--- src/rtl/div_unit_pkg.sv ---
// Shared constants and FSM encoding for the iterative integer divider.
package div_unit_pkg;

  localparam int DIV_DATA_W = 32;

  localparam logic RstEnable         = 1'b1;
  localparam logic Stop              = 1'b1;
  localparam logic DivResultReady    = 1'b1;
  localparam logic DivResultNotReady = 1'b0;
  localparam logic DivStart          = 1'b1;
  localparam logic DivStop           = 1'b0;
  localparam logic DivAnnul          = 1'b1;
  localparam logic DivNotAnnul       = 1'b0;

  typedef enum logic [1:0] {
    DivFree   = 2'b00,
    DivByZero = 2'b01,
    DivOn     = 2'b10,
    DivEnd    = 2'b11
  } div_state_e;

endpackage

--- src/rtl/div_unit_if.sv ---
// Request/result bundle between the EX stage (master) and the divider (slave).
interface div_unit_if #(
  parameter int DATA_W = 32
);
  logic                  signed_div_i;
  logic [DATA_W-1:0]     opdata1_i;
  logic [DATA_W-1:0]     opdata2_i;
  logic                  start_i;
  logic                  annul_i;
  logic [2*DATA_W-1:0]   result_o;
  logic                  ready_o;

  modport master (
    output signed_div_i, opdata1_i, opdata2_i, start_i, annul_i,
    input  result_o, ready_o
  );

  modport slave (
    input  signed_div_i, opdata1_i, opdata2_i, start_i, annul_i,
    output result_o, ready_o
  );
endinterface

--- src/rtl/div_unit_step.sv ---
// One restoring-division iteration: shift in the next dividend bit, trial-subtract, set quotient bit.
module div_unit_step #(
  parameter int DATA_W = 32
) (
  input  logic [DATA_W-1:0] rem_i,
  input  logic [DATA_W-1:0] quo_i,
  input  logic [DATA_W-1:0] dvs_i,
  output logic [DATA_W-1:0] rem_o,
  output logic [DATA_W-1:0] quo_o
);

  logic [DATA_W:0] shifted_s;
  logic [DATA_W:0] diff_s;

  // Borrow out of the extra top bit means the trial subtract went negative.
  always_comb begin
    shifted_s = {rem_i, quo_i[DATA_W-1]};
    diff_s    = shifted_s - {1'b0, dvs_i};
    if (diff_s[DATA_W] == 1'b0) begin
      rem_o = diff_s[DATA_W-1:0];
      quo_o = {quo_i[DATA_W-2:0], 1'b1};
    end else begin
      rem_o = shifted_s[DATA_W-1:0];
      quo_o = {quo_i[DATA_W-2:0], 1'b0};
    end
  end

endmodule

--- src/rtl/div_unit.sv ---
// Multi-cycle DIV/DIVU unit: magnitude restoring division, sign fix-up at the end,
// result held until EX drops start_i.
module div_unit
  import div_unit_pkg::*;
#(
  parameter int DATA_W = DIV_DATA_W
) (
  input  logic      clk,
  input  logic      rst,
  div_unit_if.slave div_bus
);

  localparam logic [5:0] LastCnt = 6'(DATA_W);

  div_state_e           state_q, state_d;
  logic [5:0]           cnt_q, cnt_d;
  logic [DATA_W-1:0]    rem_q, rem_d;
  logic [DATA_W-1:0]    quo_q, quo_d;
  logic [DATA_W-1:0]    dvs_q, dvs_d;
  logic                 sgn_q, sgn_d;
  logic                 neg1_q, neg1_d;
  logic                 neg2_q, neg2_d;
  logic                 ready_q, ready_d;
  logic [2*DATA_W-1:0]  result_q, result_d;
  logic [DATA_W-1:0]    step_rem_s, step_quo_s;

  function automatic logic [DATA_W-1:0] twos_neg(input logic [DATA_W-1:0] v);
    return ~v + {{(DATA_W-1){1'b0}}, 1'b1};
  endfunction

  div_unit_step #(.DATA_W(DATA_W)) u_step (
    .rem_i (rem_q),
    .quo_i (quo_q),
    .dvs_i (dvs_q),
    .rem_o (step_rem_s),
    .quo_o (step_quo_s)
  );

  // State, counter and datapath registers
  always_ff @(posedge clk) begin
    if (rst == RstEnable) begin
      state_q  <= DivFree;
      cnt_q    <= 6'd0;
      rem_q    <= {DATA_W{1'b0}};
      quo_q    <= {DATA_W{1'b0}};
      dvs_q    <= {DATA_W{1'b0}};
      sgn_q    <= 1'b0;
      neg1_q   <= 1'b0;
      neg2_q   <= 1'b0;
      ready_q  <= DivResultNotReady;
      result_q <= {(2*DATA_W){1'b0}};
    end else begin
      state_q  <= state_d;
      cnt_q    <= cnt_d;
      rem_q    <= rem_d;
      quo_q    <= quo_d;
      dvs_q    <= dvs_d;
      sgn_q    <= sgn_d;
      neg1_q   <= neg1_d;
      neg2_q   <= neg2_d;
      ready_q  <= ready_d;
      result_q <= result_d;
    end
  end

  // Next-state and datapath control
  always_comb begin
    state_d  = state_q;
    cnt_d    = cnt_q;
    rem_d    = rem_q;
    quo_d    = quo_q;
    dvs_d    = dvs_q;
    sgn_d    = sgn_q;
    neg1_d   = neg1_q;
    neg2_d   = neg2_q;
    ready_d  = ready_q;
    result_d = result_q;
    case (state_q)
      DivFree: begin
        if (div_bus.start_i == DivStart && div_bus.annul_i == DivNotAnnul) begin
          sgn_d  = div_bus.signed_div_i;
          neg1_d = div_bus.opdata1_i[DATA_W-1];
          neg2_d = div_bus.opdata2_i[DATA_W-1];
          // quo_q starts as the dividend magnitude and shifts out as quotient bits shift in.
          quo_d  = (div_bus.signed_div_i && div_bus.opdata1_i[DATA_W-1]) ?
                   twos_neg(div_bus.opdata1_i) : div_bus.opdata1_i;
          dvs_d  = (div_bus.signed_div_i && div_bus.opdata2_i[DATA_W-1]) ?
                   twos_neg(div_bus.opdata2_i) : div_bus.opdata2_i;
          rem_d  = {DATA_W{1'b0}};
          cnt_d  = 6'd0;
          if (div_bus.opdata2_i == {DATA_W{1'b0}}) begin
            state_d = DivByZero;
          end else begin
            state_d = DivOn;
          end
        end else begin
          state_d = DivFree;
        end
      end
      DivByZero: begin
        state_d  = DivEnd;
        ready_d  = DivResultReady;
        result_d = {(2*DATA_W){1'b0}};
      end
      DivOn: begin
        if (div_bus.annul_i == DivAnnul) begin
          state_d  = DivFree;
          cnt_d    = 6'd0;
          ready_d  = DivResultNotReady;
          result_d = {(2*DATA_W){1'b0}};
        end else if (cnt_q != LastCnt) begin
          rem_d = step_rem_s;
          quo_d = step_quo_s;
          cnt_d = cnt_q + 6'd1;
        end else begin
          state_d  = DivEnd;
          cnt_d    = 6'd0;
          ready_d  = DivResultReady;
          result_d = {(sgn_q && neg1_q) ? twos_neg(rem_q) : rem_q,
                      (sgn_q && (neg1_q ^ neg2_q)) ? twos_neg(quo_q) : quo_q};
        end
      end
      DivEnd: begin
        if (div_bus.start_i == DivStop) begin
          state_d  = DivFree;
          ready_d  = DivResultNotReady;
          result_d = {(2*DATA_W){1'b0}};
        end else begin
          state_d = DivEnd;
        end
      end
      default: begin
        state_d  = DivFree;
        cnt_d    = 6'd0;
        ready_d  = DivResultNotReady;
        result_d = {(2*DATA_W){1'b0}};
      end
    endcase
  end

  assign div_bus.ready_o  = ready_q;
  assign div_bus.result_o = result_q;

endmodule

--- src/flat_wrapper.sv ---
// flat-port wrapper written by rule: the top's interface ports become plain ports
module div_unit_flat import div_unit_pkg::*;
#(
  parameter int DATA_W = DIV_DATA_W
)
  (clk, rst, div_bus_signed_div_i, div_bus_opdata1_i, div_bus_opdata2_i, div_bus_start_i, div_bus_annul_i, div_bus_result_o, div_bus_ready_o);
  div_unit_if #(.DATA_W(DATA_W)) div_bus_i ();
  input  logic clk;
  input  logic rst;
  input wire logic [$bits(div_bus_i.signed_div_i)-1:0] div_bus_signed_div_i;
  input wire logic [$bits(div_bus_i.opdata1_i)-1:0] div_bus_opdata1_i;
  input wire logic [$bits(div_bus_i.opdata2_i)-1:0] div_bus_opdata2_i;
  input wire logic [$bits(div_bus_i.start_i)-1:0] div_bus_start_i;
  input wire logic [$bits(div_bus_i.annul_i)-1:0] div_bus_annul_i;
  output wire logic [$bits(div_bus_i.result_o)-1:0] div_bus_result_o;
  output wire logic [$bits(div_bus_i.ready_o)-1:0] div_bus_ready_o;
  assign div_bus_i.signed_div_i = div_bus_signed_div_i;
  assign div_bus_i.opdata1_i = div_bus_opdata1_i;
  assign div_bus_i.opdata2_i = div_bus_opdata2_i;
  assign div_bus_i.start_i = div_bus_start_i;
  assign div_bus_i.annul_i = div_bus_annul_i;
  assign div_bus_result_o = div_bus_i.result_o;
  assign div_bus_ready_o = div_bus_i.ready_o;
  div_unit #(.DATA_W(DATA_W)) u_core (.clk(clk), .rst(rst), .div_bus(div_bus_i));
endmodule
--- config.mk ---
export PLATFORM = sky130hd
export DESIGN_NAME = div_unit_flat
export DESIGN_NICKNAME = d
export VERILOG_FILES = /design/src/rtl/div_unit_pkg.sv /design/src/rtl/div_unit_if.sv /design/src/rtl/div_unit_step.sv /design/src/rtl/div_unit.sv /design/src/flat_wrapper.sv
export SDC_FILE = /design/constraint.sdc
export NUM_CORES = 1
export LEC_CHECK = 0
export CAP_MARGIN = 5
export CORE_ASPECT_RATIO = 0.9
export CORE_MARGIN = 2
export CORE_UTILIZATION = 35
export DETAILED_ROUTE_END_ITERATION = 8
export PLACE_DENSITY = 0.66
export SYNTH_ARGS = -nofsm -noshare
export SYNTH_HDL_FRONTEND = slang
export SYNTH_SLANG_ARGS = --single-unit
--- constraint.sdc ---
create_clock -name clk -period 3.9 [get_ports clk]
set_input_delay 0.78 -clock clk [delete_from_list [all_inputs] [get_ports clk]]
set_output_delay 0.78 -clock clk [all_outputs]
set_load 0.005 [all_outputs]
==> metrics.md <==
| Metric | Value |
|---|---|
| Die Span Y | `170 µm` |
| Syn Area/Cell | `7.69 µm²` |
| First-pass GRT wire length | `49200 µm` |
| Placed insts | `around 1900` |
| Most frequent cells in the layout | `196 x nor2_1, 172 x dfxtp_1, 132 x clkdlybuf4s50_1` |
| Core area | `about 30000 µm²` |
| WP data required | `4200 ps` |
| Max IR drop VDD | `roughly 320 µV` |
| Crit path largest cell delay | `380 ps` |
| CP Launch Point | `u_core.quo_q[31]` |
| Async set-reset flop share out of synthesis | `0%` |
| Power consumption | `4590 µW` |
| Crit-path most repeated cell | `o21ai_0` |
| Total gr overflow | `0` |
| Leak | `0.00481 µW` |
| Post-CTS resize count | `0` |
| R2R Path Start | `u_core.quo_q[31]` |
| Final instance area | `13100 µm²` |
| Rows | `60` |
| Synth Flop Type | `dfxtp_1` |
| FF-to-FF path depth | `13` |
| DP Area | `between 10000 and 15000 µm²` |
| Multi-input gate area | `~6800 µm²` |
| Most common cell after layout, fill and taps aside | `nor2_1` |
| Yosys reg bits | `around 170` |
| Setup slack, reg-to-reg | `between 400 and 500 ps` |
| Clock-pin slew on the worst setup and hold paths | `60 ps` |
| Pins Over Slew Limit | `0` |
| Min-delay src | `u_core.div_bus.result_o[26]` |
| Clock skew | `9.19 ps` |
| Worst path slowest cell | `fa_1` |
| IO Count | `134` |
| Post-Syn Instances | `around 1400` |
| Crit path max fanout | `15` |
| Final period util | `between 80 and 90%` |
| Post-synthesis mux area share | `2.71%` |
| Residual DRC count | `0` |
| Number of routed nets with antenna violations | `0` |
| CP endpoint | `u_core.rem_q[18]` |
| Post-synthesis sequential area ratio | `32.1%` |
| # diodes | `0` |
| Post-synthesis compound-gate area fraction | `around 24%` |
| TritonCTS Buffers | `17` |
| Slew margin rel. | `47.1%` |
| Fin cells | `1905` |
| Adder-Cell Fraction of Synth Area | `4.62%` |
| Vias in the first global route | `9289` |
| Max-cap viol count | `0` |
| H-tree Lvls | `4` |
| Crit path arrival time | `3730 ps` |
| Max Clk Rate | `292 MHz` |
| Routed WL | `30800 µm` |
| Setup repair bufs after CTS | `0` |
| Reg area | `between 3000 and 4000 µm²` |
| CP Launch Type | `flip-flop` |
| Hold WS | `445 ps` |
| Avg WL per Cell | `16.2 µm` |
| Chip width | `189 µm` |
| Die area | `32100 µm²` |
| IO Port Bufs | `around 130` |
| Post-synthesis simple-gate area fraction | `20.0%` |
| GPL Wtd Cong | `0.914` |
| Clk_lat worst skew | `430 ps` |
| Post-synth EDFFs | `0` |
| Clock root cell | `clkbuf_16` |
| Nets@finish | `1598` |
| Antenna violations before repair | `0` |
| Status | `finished clean` |
| Mapped Nets | `1502` |
| Crit. End Element | `flip-flop` |
| Starting Density | `35.7%` |
| Clk sink count | `about 170` |
| Fillers | `between 2000 and 3000` |
| DR vias | `10187` |
| Pin count of the biggest net entering global routing | `64` |
| CTS hold repair buffers | `0` |
| # setup viols final | `0` |
| CTS tree | `built` |
| Layout cells sized above 1 | `5.13%` |
| Final Hold Fails | `0` |
| RSZ-0062 raised after global routing | `false` |
| Yosys warnings | `0` |
| GR Util All Layers | `roughly a fifth` |
| Post-Synth XOR/XNOR Area | `a little under an eighth` |
| Min Tclk post-route | `3420 ps` |
| Largest family of logic cells by synthesized area | `compound AO/OA/AOI/OAI gates` |
| Vias per cell | `5.35` |
| Critical Path, Cell by Cell | `inv_1, ha_1, fa_1, nand2b_1, a21oi_1, o21ai_0, a21oi_2, a211oi_1, o31a_1, xnor2_4, buf_4, mux2i_1, o21ai_0` |
| Slew @ Worst Pin | `793 ps` |
| Iteration-0 DRC Markers | `a little under 900` |
| Layout area overhead | `22.0%` |
| Synthesized area | `10700 µm²` |
| WS Path Type | `flip-flop to flip-flop` |
| Pwr Density | `~350 nW/µm²` |
| Final HPWL DP | `23400 µm` |
| 1st-pass router iterations | `5` |
| Setup_tns | `0 ps` |
| Synth cell types | `66` |
| CTS max path bufs | `2` |
| Hold WC Path Type | `flip-flop to flip-flop` |
| RR Endpoint | `u_core.rem_q[18]` |
logic make-up after synthesis:
logic type	count (synthesis)
buffers and inverters	139
adder cells (fa/ha/maj)	39
XOR/XNOR	137
multiplexers	29
flip-flops	172
AO/OA/AOI/OAI	406
AND/OR/NAND/NOR	472
area by class of cell:
cell class	instances	area share [%]
clock inverter	11	1.28
timing repair buffer	160	11.8
inverter	56	1.61
sequential	172	26.3
clock buffer	20	3.49
multi-input combinational	1083	51.7
tap	403	3.85
metal layers:
layer / part of all wire (%) / track usage, % / up-vias
met4: 1.9 / 5.64 / 0
met5: 0 / 0 / -
met1: 50 / 27.7 / 4697
met2: 42 / 27.8 / 309
met3: 6.7 / 3.92 / 39
li1: - / - / 5142
metrics by stage:
stage | worst slack, ps | utilization [%]
finish | 476 | 43.6
global route | 189 | 43.6
CTS | 505 | 43.6
detailed placement | 309 | 41.5
global placement | 278 | 41.5
floorplan | 805 | -
synth_stat cells (14+ instances only):
| cell | instances | area [µm²] |
|---|---|---|
| a211oi_1 | 50 | 375 |
| nand2_1 | 126 | 473 |
| or3_1 | 15 | 93.8 |
| o21ai_0 | 93 | 465 |
| xor2_1 | 75 | 657 |
| a22oi_1 | 44 | 330 |
| a21oi_1 | 107 | 536 |
| dfxtp_1 | 172 | 3440 |
| ha_1 | 38 | 475 |
| nand2b_1 | 18 | 113 |
| nor2_1 | 198 | 743 |
| xnor2_1 | 61 | 534 |
| mux2i_1 | 29 | 290 |
| nor3_1 | 25 | 125 |
| clkbuf_1 | 76 | 285 |
| o31ai_1 | 17 | 128 |
| inv_1 | 56 | 210 |
| nand3_1 | 21 | 105 |
| o41ai_1 | 14 | 123 |
power breakdown:
part	switching [µW]	internal (µW)	total [µW]
clock	722	1100	1820
combinational	526	362	888
sequential	67.6	1810	1880
registers in the layout, summed over array words and instances, names as in the netlist:
register                 flops
u_core.div_bus.result_o     64
u_core.dvs_q                32
u_core.quo_q                32
u_core.rem_q                32
u_core.cnt_q                 6
u_core.state_q               2
u_core.div_bus.ready_o       1
u_core.neg1_q                1
u_core.neg2_q                1
u_core.sgn_q                 1
critical path: cells and delay by family, from the launching register on:
kind	cells	cell delay [ps]
fa+ha+maj	2	600
xor+xnor	1	190
mux	1	240
buf+inv	2	380
simple gates	1	210
compound gates	6	1330
flops	1	340
worst min path at each step:
stage	to	slack [ps]	cells past startpoint
floorplan	u_core.dvs_q[31]	430	2
global placement	u_core.div_bus.result_o[30]	440	2
detailed placement	u_core.div_bus.result_o[30]	440	2
CTS	u_core.div_bus.result_o[30]	450	2
global route	u_core.div_bus.result_o[30]	460	2
finish	u_core.div_bus.result_o[26]	450	2
Note: power is estimated with default switching activity, not from simulation.
==> variant 1 (same settings) <==
`DIV_DATA_W`: 32 -> 64.
--- a/src/rtl/div_unit_pkg.sv
+++ b/src/rtl/div_unit_pkg.sv
@@ -1,7 +1,7 @@
 // Shared constants and FSM encoding for the iterative integer divider.
 package div_unit_pkg;
 
-  localparam int DIV_DATA_W = 32;
+  localparam int DIV_DATA_W = 64;
 
   localparam logic RstEnable         = 1'b1;
   localparam logic Stop              = 1'b1;
Ports: changed (resized div_bus_opdata1_i, div_bus_opdata2_i and div_bus_result_o); port bits go from 134 to 262. No check against the original RTL was run, so the function may have changed too.
==> variant 1 against the unedited design <==
- synthesized cell count is 100% higher
- area after synthesis grew 100%
- total power rose by 100%
- critical endpoint is now u_core.rem_q[61]$_SDFFE_PP0P_
- hold slack improved by 3.6 ps
- first-iteration DRC count rose by 100%
- sequential cell count grew 160
- setup slack worse by 270 ps
- via count rose by 110%
- non-clock buffer count grew 265
- wire length rose by 140%
- count of clock-buffer cells in the layout is 40 higher
- final area is 110% higher
==> variant 1: results (changes against the unedited design) <==
Clk Latency, worst-skew pair: 580 ps (+150 ps)
Placed Cells: 3846 (+110%)
DPL Wire Length: 55300 um (+140%)
Largest register FFs: 128 (+100%)
Asr flop ratio synth: 0% (unchanged)
First-pass GRT wire length: 114000 um (+130%)
Grt total ovfl: 0 (unchanged)
Vias in the first global route: 19720 (+110%)
Worst VDD drop: 0.000248 V (-23%)
Layout cells sized above 1: 8.59% (+3.5 points)
Initial DRC count: 1732 (+100%)
Clock-pin transition on the worst setup and hold timing paths: 70 ps
Synth area leaders: dfxtp_1 31%, xnor2_1 6.4%, xor2_1 5.9%
Post-CTS setup buffers: 0 (unchanged)
Router iterations before antenna repair: 5 (unchanged)
Synthesis Warnings: 0 (unchanged)
Vias per Instance: 5.46 (+2.1%)
M1 GR Usage: 32.0% (+4.4 points)
Status: finished, final reports clean
Pre-CTS setup slack: -127 ps (-436 ps)
Grt met3 use: 5.09% (+1.2 points)
Fin cells: 3925 (+110%)
Top layer in use: met5
Finished Core Util: 44.7% (+1.1 points)
Fillers: 6113 (+110%)
# nets final: 3304 (+110%)
Largest net degree at the start of global routing: 141 (+120%)
Post-CTS Resized: 0 (unchanged)
Aggregate global-route resource usage: 22.6% (+3.6 points)
Gpl congestion: 0.974 (+6.6%)
Initial antenna violation count: 14 (+14)
Global Route met2 Usage: 34.0% (+6.2 points)
List of most frequent post-synthesis cells: 332 x dfxtp_1, 332 x nor2_1, 264 x nand2_1
TritonCTS Buffers: 41 (+24)
Hold Path Depth: 2 (unchanged)
Placed Area: 0.0257 mm2 (+110%)
CP max FO: 10 (-5)
Clock Skew: 29.5 ps (+20.3 ps)
Syn nets: 3009 (+100%)
Met3 wire length: 5510 um (+170%)
P_leak: 10.1 nW (+110%)
CTS Buffer Depth: 3 (+1)
Worst hold path type: flop to flop
Slew of the pin with the lowest slew margin: 1030 ps (+237 ps)
Sequential share of the synthesized area: 31.0% (-1.1 points)
WL per Instance: 18.9 um (+16%)
Delay-heaviest family, CP: compound AO/OA/AOI/OAI gates
Wire length on met2: 31700 um (+150%)
Clock root buffer: clkbuf_16
Worst stage delay on the critical path: 410 ps (+30 ps)
# H-tree levels: 2 (-2)
Wire length on met1: 34700 um (+130%)
Synth Instances: 2805 (+100%)
I/O Buffers: 261 (+96%)
Cell variety after synth: 80 (+21%)
Crit path DAT: 4190 ps (+460 ps)
Slowest-stage cell, CP: o41ai_4
==> variant 1: cell types whose count changed after synthesis, moves of 31 or more <==
cell	change
a211oi_1	+31
a21oi_1	+134
clkbuf_1	+84
dfxtp_1	+160
ha_1	+32
inv_1	+40
nand2_1	+138
nor2_1	+134
nor3_1	+58
o21ai_0	+86
o21ai_1	+46
xnor2_1	+95
xor2_1	+69
==> variant 1: final cells by class <==
cell class	count	share of cell area, %
timing repair buffer	425	14.6
inverter	96	1.32
sequential	332	24.4
antenna	3	0.0276
clock inverter	13	0.745
clock buffer	60	4.41
tap	792	3.64
multi-input combinational	2204	50.8
==> variant 1: where the power goes <==
group / total, W / switching (W) / leakage (nW) / internal [W]
registers: 0.00360 / 0.000104 / 2.69 / 0.00350
logic: 0.00166 / 0.00101 / 6.72 / 0.000651
clock network: 0.00404 / 0.00157 / 0.682 / 0.00246
==> variant 1: cell families (layout without fill, tap and decap cells) <==
group	after synthesis	in the layout	synth area share, %
simple gates	935	935	20.3
compound gates	855	855	25.3
flops	332	332	31.0
xor+xnor	300	300	12.3
buf+inv	269	594	4.89
fa+ha+maj	71	71	4.18
mux	43	43	2.01
other cells	0	3	0
==> variant 1: path summary, 6_finish.rpt <==
| kind | from | slack [ps] | to |
|---|---|---|---|
| setup / recovery | u_core.dvs_q[19]$_SDFFE_PP0P_ | 210 | u_core.rem_q[61]$_SDFFE_PP0P_ |
| hold / removal | u_core.div_bus.result_o[125]$_SDFFE_PP0P_ | 450 | u_core.div_bus.result_o[125]$_SDFFE_PP0P_ |
| setup reg to reg | u_core.dvs_q[19]$_SDFFE_PP0P_ | 210 | u_core.rem_q[61]$_SDFFE_PP0P_ |
| hold reg to reg | u_core.div_bus.result_o[125]$_SDFFE_PP0P_ | 450 | u_core.div_bus.result_o[125]$_SDFFE_PP0P_ |
==> variant 2 (same settings) <==
Without the edit above. Encoding of `div_state_e`: now one-hot (4 bits for 4 states).
--- a/src/rtl/div_unit_pkg.sv
+++ b/src/rtl/div_unit_pkg.sv
@@ -12,11 +12,11 @@
   localparam logic DivAnnul          = 1'b1;
   localparam logic DivNotAnnul       = 1'b0;
 
-  typedef enum logic [1:0] {
-    DivFree   = 2'b00,
-    DivByZero = 2'b01,
-    DivOn     = 2'b10,
-    DivEnd    = 2'b11
+  typedef enum logic [3:0] {
+    DivFree   = 4'b0001,
+    DivByZero = 4'b0010,
+    DivOn     = 4'b0100,
+    DivEnd    = 4'b1000
   } div_state_e;
 
 endpackage
Check against the original RTL: no difference found for any inputs over 10 cycles, from zero or initial values and one cycle with rst high; not proved beyond that.
==> variant 2 against the unedited design <==
- total power fell by 3.5%
- critical endpoint is now u_core.rem_q[0]$_SDFFE_PP0P_
- wire length increased by 3.7%
- area after synthesis rose by 4.3%
- setup slack gained 38 ps
- final area rose by 2.8%
- sequential cell count grew 2
- count of clock-buffer cells in the layout is 3 lower
- final cell count is 2.9% higher
==> variant 2: results (changes against the unedited design) <==
Slew of the pin with the lowest slew margin: 952 ps (+159 ps)
Routed via count: 10661 (+4.7%)
CP max FO: 11 (-4)
ANT cells: 0 (unchanged)
Slowest-stage cell, CP: o211ai_1
Worst stage delay on the critical path: 440 ps (+60 ps)
Vias in the first global route: 10015 (+7.8%)
Worst VDD drop: 0.000296 V (-8.6%)
Worst hold path type: flop to flop
P_leak: 4.95 nW (+2.9%)
Largest net degree at the start of global routing: 66 (+3.1%)
Vias per Instance: 5.44 (+1.7%)
DPL Wire Length: 24200 um (+3.2%)
Avg Cell Area, Syn: 7.72 um2 (+0.30%)
Aggregate global-route resource usage: 19.4% (+0.41 points)
Cell variety after synth: 79 (+20%)
Complex-gate fraction of the synthesized area: 24.3% (+0.22 points)
Placed Area: 0.0128 mm2 (+2.9%)
Initial DRC count: 727 (-16%)
Gpl congestion: 0.899 (-1.6%)
Post-Synth Adder-Cell Area: 4.43% (-0.19 points)
Status: finished, final reports clean
Syn nets: 1558 (+3.7%)
WL per Instance: 16.3 um (+0.77%)
Post-synthesis mux area share: 2.24% (-0.47 points)
Pre-CTS setup slack: 485 ps (+176 ps)
Fillers: 3150 (+6.5%)
Xor/xnor share of the synthesized area: 11.3% (-0.091 points)
Sequential share of the synthesized area: 31.1% (-0.97 points)
Synth area leaders: dfxtp_1 31%, nor2_1 7.1%, xor2_1 5.8%
List of most frequent post-synthesis cells: 212 x nor2_1, 174 x dfxtp_1, 121 x a21oi_1
First-pass GRT wire length: 52300 um (+6.4%)
Placed Cells: 1929 (+2.9%)
Clock Skew: 15.5 ps (+6.36 ps)
Crit path DAT: 3710 ps (-20 ps)
Layout cells sized above 1: 5.11% (-0.013 points)
Clock-pin transition on the worst setup and hold timing paths: 80 ps (+20 ps)
[variant 2: final cells by class]
type / count / area (um2) / share of cell area [%]
sequential: 174 / 3480 / 25.9
tap: 416 / 520 / 3.87
clock buffer: 17 / 425 / 3.16
clock inverter: 15 / 194 / 1.44
inverter: 53 / 199 / 1.48
timing repair buffer: 152 / 1470 / 10.9
multi-input combinational: 1134 / 7150 / 53.2
[variant 2: path summary, 6_finish.rpt]
path / from / end / slack (ps) / cells after the start
setup reg to reg: u_core.quo_q[31]$_SDFFE_PP0P_ / u_core.rem_q[0]$_SDFFE_PP0P_ / 510 / 12
setup / recovery: u_core.quo_q[31]$_SDFFE_PP0P_ / u_core.rem_q[0]$_SDFFE_PP0P_ / 510 / 12
hold / removal: u_core.div_bus.result_o[55]$_SDFFE_PP0P_ / u_core.div_bus.result_o[55]$_SDFFE_PP0P_ / 460 / 2
hold reg to reg: u_core.div_bus.result_o[55]$_SDFFE_PP0P_ / u_core.div_bus.result_o[55]$_SDFFE_PP0P_ / 460 / 2
[variant 2: logic make-up (layout without fill, tap and decap cells)]
group           after synthesis  in the layout
simple gates                505            505
buf+inv                     142            237
mux                          25             25
flops                       174            174
xor+xnor                    144            144
compound gates              421            421
fa+ha+maj                    39             39
[variant 2: power breakdown]
| group | leakage [nW] | internal (W) | switching (W) |
|---|---|---|---|
| sequential | 1.41 | 0.00183 | 0.0000574 |
| clock | 0.299 | 0.000929 | 0.000856 |
| combinational | 3.24 | 0.000315 | 0.000449 |
[variant 2: metal layers]
metal,vias to the layer above,track usage [%],share of wire (%)
met4,0,5.57,2.1
li1,5355,-,-
met3,39,2.89,3.7
met5,-,0,0
met1,5036,26.7,48
met2,231,31.2,46
